--- src/rtl/sdram_port_scheduler.sv ---
// Round-robin burst scheduler for the 4-port SDRAM controller.
// Ports 0/1 feed SDRAM writes, ports 2/3 drain SDRAM reads. One eligible
// port is chosen per burst and its address/length/direction are presented
// to the command sequencer. The port's address pointer advances, with
// wrap-around, once the burst completes.
module sdram_port_scheduler #(
    parameter int ASIZE = 23,
    parameter int LSIZE = 10,
    parameter int USIZE = 16
) (
    input  logic               CTRL_CLK,
    input  logic               RESET,
    input  logic [3:0]         PORT_LOAD,
    input  logic [4*ASIZE-1:0] PORT_BASE,
    input  logic [4*ASIZE-1:0] PORT_MAX,
    input  logic [4*LSIZE-1:0] PORT_LEN,
    input  logic [4*USIZE-1:0] PORT_LEVEL,
    output logic               REQ,
    output logic               REQ_WR,
    output logic [ASIZE-1:0]   REQ_ADDR,
    output logic [LSIZE-1:0]   REQ_LEN,
    output logic [3:0]         REQ_MASK,
    input  logic               ACK,
    input  logic               DONE,
    output logic               IDLE
);

    typedef enum logic [1:0] {S_IDLE, S_REQ, S_BURST, S_UPD} state_t;

    state_t           state;
    logic [1:0]       rr_ptr;
    logic [1:0]       act;
    logic             load_hit;

    // Pointers are held as offsets from BASE, so reset and reload are a
    // plain clear and the current pointer is BASE + offset.
    logic [ASIZE-1:0] ofs    [4];
    logic [ASIZE-1:0] base_w [4];
    logic [ASIZE-1:0] max_w  [4];
    logic [ASIZE-1:0] ptr_w  [4];
    logic [LSIZE-1:0] len_w  [4];
    logic [USIZE-1:0] lvl_w  [4];
    logic [3:0]       elig;
    logic             found;
    logic [1:0]       win;

    // Offset of the next burst: advance by LEN while a full burst still
    // fits below MAX, otherwise wrap back to BASE (offset 0).
    function automatic logic [ASIZE-1:0] next_ofs(
        input logic [ASIZE-1:0] b,
        input logic [ASIZE-1:0] m,
        input logic [ASIZE-1:0] o,
        input logic [LSIZE-1:0] l
    );
        logic [ASIZE:0] ptr_x;
        logic [ASIZE:0] len_x;
        logic [ASIZE:0] lim_x;
        ptr_x = {1'b0, b} + {1'b0, o};
        len_x = (ASIZE + 1)'(l);
        if ({1'b0, m} < len_x) begin
            return '0;
        end
        lim_x = {1'b0, m} - len_x;
        if (ptr_x < lim_x) begin
            return o + ASIZE'(l);
        end
        return '0;
    endfunction

    // Unpack per-port fields and evaluate which ports could take a burst now.
    always_comb begin
        elig = '0;
        for (int i = 0; i < 4; i++) begin
            base_w[i] = PORT_BASE[i*ASIZE +: ASIZE];
            max_w[i]  = PORT_MAX[i*ASIZE +: ASIZE];
            len_w[i]  = PORT_LEN[i*LSIZE +: LSIZE];
            lvl_w[i]  = PORT_LEVEL[i*USIZE +: USIZE];
            ptr_w[i]  = base_w[i] + ofs[i];
            if (len_w[i] != '0 && !PORT_LOAD[i]) begin
                if (i < 2) begin
                    elig[i] = (lvl_w[i] >= USIZE'(len_w[i]));
                end else begin
                    elig[i] = (lvl_w[i] < USIZE'(len_w[i]));
                end
            end
        end
    end

    // Round-robin search starting at rr_ptr; first eligible port wins.
    always_comb begin
        found = 1'b0;
        win   = rr_ptr;
        for (int k = 0; k < 4; k++) begin
            if (!found && elig[rr_ptr + 2'(k)]) begin
                found = 1'b1;
                win   = rr_ptr + 2'(k);
            end
        end
    end

    // Scheduler FSM, registered request outputs and per-port pointers.
    always_ff @(posedge CTRL_CLK or posedge RESET) begin
        if (RESET) begin
            state    <= S_IDLE;
            rr_ptr   <= '0;
            act      <= '0;
            load_hit <= 1'b0;
            REQ      <= 1'b0;
            REQ_WR   <= 1'b0;
            REQ_ADDR <= '0;
            REQ_LEN  <= '0;
            REQ_MASK <= '0;
            for (int i = 0; i < 4; i++) begin
                ofs[i] <= '0;
            end
        end else begin
            case (state)
                S_IDLE: begin
                    load_hit <= 1'b0;
                    if (PORT_LOAD == 4'b0000 && found) begin
                        state    <= S_REQ;
                        act      <= win;
                        rr_ptr   <= win + 2'd1;
                        REQ      <= 1'b1;
                        REQ_WR   <= ~win[1];
                        REQ_ADDR <= ptr_w[win];
                        REQ_LEN  <= len_w[win];
                        REQ_MASK <= 4'b0001 << win;
                    end
                end
                S_REQ: begin
                    if (ACK) begin
                        REQ   <= 1'b0;
                        state <= S_BURST;
                    end
                end
                S_BURST: begin
                    if (DONE) begin
                        state <= S_UPD;
                    end
                end
                S_UPD: begin
                    if (!load_hit && !PORT_LOAD[act]) begin
                        ofs[act] <= next_ofs(base_w[act], max_w[act], ofs[act], len_w[act]);
                    end
                    REQ_MASK <= '0;
                    state    <= S_IDLE;
                end
                default: begin
                    state <= S_IDLE;
                end
            endcase
            // A reload of the active port during its burst pins it at BASE.
            if (state != S_IDLE && PORT_LOAD[act]) begin
                load_hit <= 1'b1;
            end
            for (int i = 0; i < 4; i++) begin
                if (PORT_LOAD[i]) begin
                    ofs[i] <= '0;
                end
            end
        end
    end

    assign IDLE = (state == S_IDLE);

endmodule
--- config.mk ---
export PLATFORM = sky130hd
export DESIGN_NAME = sdram_port_scheduler
export DESIGN_NICKNAME = d
export VERILOG_FILES = /design/src/rtl/sdram_port_scheduler.sv
export SDC_FILE = /design/constraint.sdc
export NUM_CORES = 1
export LEC_CHECK = 0
export CAP_MARGIN = 20
export CELL_PAD_IN_SITES_DETAIL_PLACEMENT = 1
export CELL_PAD_IN_SITES_GLOBAL_PLACEMENT = 1
export CORE_MARGIN = 4
export CORE_UTILIZATION = 35
export CTS_BUF_LIST = sky130_fd_sc_hd__clkbuf_8
export DETAILED_ROUTE_END_ITERATION = 16
export PLACE_DENSITY_LB_ADDON = 0.1
export SETUP_SLACK_MARGIN = 0.4
export SYNTH_ARGS = -nofsm -noshare
export SYNTH_HDL_FRONTEND = slang
export SYNTH_SLANG_ARGS = --single-unit
--- constraint.sdc ---
create_clock -name CTRL_CLK -period 7.7 [get_ports CTRL_CLK]
set_clock_uncertainty 0.15 [all_clocks]
set_input_delay 0.77 -clock CTRL_CLK [delete_from_list [all_inputs] [get_ports CTRL_CLK]]
set_output_delay 0.77 -clock CTRL_CLK [all_outputs]
set_load 0.01 [all_outputs]
==> summary.txt <==
Status: finished, final reports clean
Power Density: 225 nW/µm²
RSZ-0062 raised after global routing: false
Critical Path Slowest Stage Cell: dfrtp_4
Initial antenna violation count: 0
Area growth syn-to-layout: 26.4%
Vias in the first global route: 16600
Total gr overflow: 0
Hold Path Origin: REQ_WR$_DFFE_PP0P_
Seq/Total Area, Yosys: 21.1%
R2r endpoint: ofs[42]$_DFFE_PP0P_
Dominant cells by area after synthesis: dfrtp_1 (21%), ha_1 (15%), mux4_2 (11%)
Maximum clock rate: 150 MHz
Wire length per cell: 25.6 µm
Total wire length: 70100 µm
IO Pins: 336
Ys flop type: dfrtp_1
Pre-antenna DRT Iters: 7
Hold Vio Cnt, Final: 0
Worst EP arrival: 6.94 ns
Core area: 46500 µm²
Final #Nets: 2625
Initial Util: 35.3%
GPL Wtd Cong: 0.949
CTS root buffer: clkbuf_8
Number of flops mapped to enable cells by yosys: 0
Cell variety after synth: 84
Worst slack, placed: 0.602 ns
Largest net degree at the start of global routing: 76
Filler Cell Count: 5412
Syn Nets: 2329
R2R depth: 25
Worst-skew pair later-pin latency: 0.50 ns
Iteration-0 DRC Markers: 1002
Period minus WS final: 6.68 ns
Post-route setup slack: 1.02 ns
DRC viols: 0
Post-detail-place hpwl: 56500 µm
Slew @ Worst Pin: 1.01 ns
Die Area: 50400 µm²
VDD IR-drop max: 0.120 mV
Die H: 224 µm
Crit end category: flip-flop
Leakage power: 8.91 nW
Cell taking the most area after synthesis: dfrtp_1
Slew Viols, Final: 0
Final ANT Viol Nets: 0
Vias per cell: 5.85
Reg clk slew, reported paths: 0.11 ns
Cts bufs inserted: 17
WS Path Type: flip-flop to flip-flop
Worst reg-to-reg setup slack: 1.02 ns
Fraction of layout cells with a size suffix above 1: 8.01%
Post-synthesis cell area: 16400 µm²
CP max stage delay: 0.71 ns
Via count: 16000
Worst Path Required: 7.97 ns
Crit Reg-Reg Startpoint: act[0]$_DFFE_PP0P_
Mean Syn Cell Area: 8.98 µm²
Crit path launch type: flip-flop
Share of synthesized registers carrying an async set or reset: 100%
CTS Sinks: 138
Period utilization: 86.7%
IO buf count: 335
CTS tree: done
Final Util: 44.6%
Rows: 79
Synthesized flop and latch total: 138
Final TNS setup: 0 ns
Cts hold-fix bufs: 0
Max clock buf depth: 2
Max-cap violation count: 0
GRT Total Usage: 27.1%
Hold Path Stages: 2
Top cell type's share of synthesized area: 21.1%
Die width: 224 µm
Worst Hold End: REQ_WR$_DFFE_PP0P_
CTS H-tree depth: 4
Rel. slew slack: 32.9%
Syn. warnings: 0
Syn Inst Count: 1826
Antenna fix cells: 0
First-pass GRT wire length: 105000 µm
HP Class: flip-flop to flip-flop
# setup viols final: 0
CP Max Fanout: 43
[power breakdown]
| part | internal (mW) | switching [mW] |
|---|---|---|
| Combinational | 1.34 | 1.71 |
| Sequential | 0.845 | 0.137 |
| Clock | 0.267 | 0.366 |
| Total | 2.45 | 2.21 |
[metrics by stage]
stage / total power, mW / area [µm²] / hold WS, ns / instances
final: 4.66 / 20700 / 0.334 / 2742
after global routing: 5.05 / 20700 / 0.369 / 2742
after CTS: 4.69 / 20700 / 0.340 / 2741
after detailed placement: 4.04 / 20300 / 0.318 / 2709
after global placement: 3.97 / 20300 / 0.309 / 2709
after floorplan: 2.97 / 16400 / 0.301 / 1826
[cell usage after synthesis (all sizes together) (28+ instances only)]
cell,number
ha,200
dfrtp,138
nor2,128
o21ai,123
a21oi,122
nand2,113
inv,108
nand3b,83
mux4,80
xnor2,75
o31ai,71
a21o,54
xor2,49
buf,43
clkbuf,34
a211oi,29
nand3,29
nand2b,28
[layout by cell type (no fill, tap or decap), types with 7 or more instances in the layout]
master | netlist | layout
inv_1 | 107 | 106
o21ai_0 | 93 | 93
nand2_1 | 113 | 110
o211ai_1 | 24 | 24
a21boi_0 | 8 | 8
mux2i_1 | 9 | 9
a31oi_1 | 12 | 12
dfrtp_1 | 138 | 136
o31ai_1 | 70 | 70
nor2b_1 | 15 | 15
a211o_1 | 8 | 8
o21a_1 | 26 | 26
xor2_1 | 49 | 49
nor3_1 | 23 | 23
fa_1 | 7 | 7
ha_1 | 200 | 200
a21oi_1 | 120 | 120
xnor2_1 | 75 | 75
or3_1 | 10 | 9
nand3b_1 | 83 | 83
nand4_1 | 14 | 14
nor3b_1 | 8 | 8
nand2b_1 | 28 | 28
nor4_1 | 18 | 18
and2_1 | 14 | 14
a211oi_1 | 28 | 28
o21ai_1 | 30 | 30
o21bai_1 | 11 | 11
clkbuf_8 | 0 | 17
a21o_1 | 54 | 54
clkdlybuf4s50_1 | 0 | 332
buf_4 | 12 | 17
nor2_1 | 128 | 128
nand3_1 | 29 | 28
mux4_2 | 80 | 80
and3_1 | 13 | 13
[layout make-up]
cell class / instances / area (µm²) / area share (%)
Multi-Input combinational cell: 1503 / 12200 / 58.8
Timing Repair Buffer: 354 / 3510 / 17.0
Sequential cell: 138 / 3460 / 16.7
Tap cell: 607 / 759 / 3.66
Inverter: 108 / 410 / 1.98
Clock buffer: 17 / 234 / 1.13
Clock inverter: 15 / 154 / 0.743
[logic make-up (layout without fill, tap and decap cells)]
group	Yosys count	count (layout)	synth area share (%)
xor gates and xnor gates	124	124	6.62
AOI/OAI and AO/OA	564	564	23.1
DFF	138	138	21.1
and+or+nand+nor	517	517	16.6
buffers and inverters	185	494	4.84
adders and majority gates	207	207	16.1
muxes	91	91	11.7
[worst max-delay path by stage]
stage	cells after the start	slack, ns	startpoint	to
2_1_floorplan	30	1.36	act[1]$_DFFE_PP0P_	ofs[0]$_DFFE_PP0P_
3_3_place_gp	26	0.77	PORT_LEN[31]	ofs[21]$_DFFE_PP0P_
3_5_place_dp	26	0.60	PORT_BASE[69]	ofs[42]$_DFFE_PP0P_
4_1_cts	25	0.84	act[0]$_DFFE_PP0P_	ofs[42]$_DFFE_PP0P_
5_1_grt	25	0.54	act[0]$_DFFE_PP0P_	ofs[17]$_DFFE_PP0P_
6_report	25	1.02	act[0]$_DFFE_PP0P_	ofs[42]$_DFFE_PP0P_
[routing by layer]
layer	track usage [%]	vias to the layer above	wire, µm
met2	45.9	390	34200
met5	0	-	0
li1	-	7492	-
met1	37.2	8090	31500
met4	7.29	0	1930
met3	2.68	64	2470
[state kept, by name, indices dropped and copies added (netlist names)]
register and flops:
act 2, REQ_WR 1, state 2, ofs 92, rr_ptr 2, REQ_ADDR 23, REQ_LEN 10, REQ 1
load_hit 1, REQ_MASK 4
[what timing repair did]
item	in CTS	in global routing
setup endpoints to repair	0	43
endpoints found under the hold margin	0	0
buffers inserted	0	1
resized for setup	0	1
[worst max-delay path: cells and delay by family (launching register included)]
kind	cells	cell delay, ns
AOI/OAI and AO/OA	13	3.19
xor gates and xnor gates	1	0.12
adders and majority gates	3	0.70
buffers and inverters	2	0.44
DFF	1	0.71
muxes	1	0.61
and+or+nand+nor	5	0.63
No activity file was read; power rests on OpenSTA's default activity.
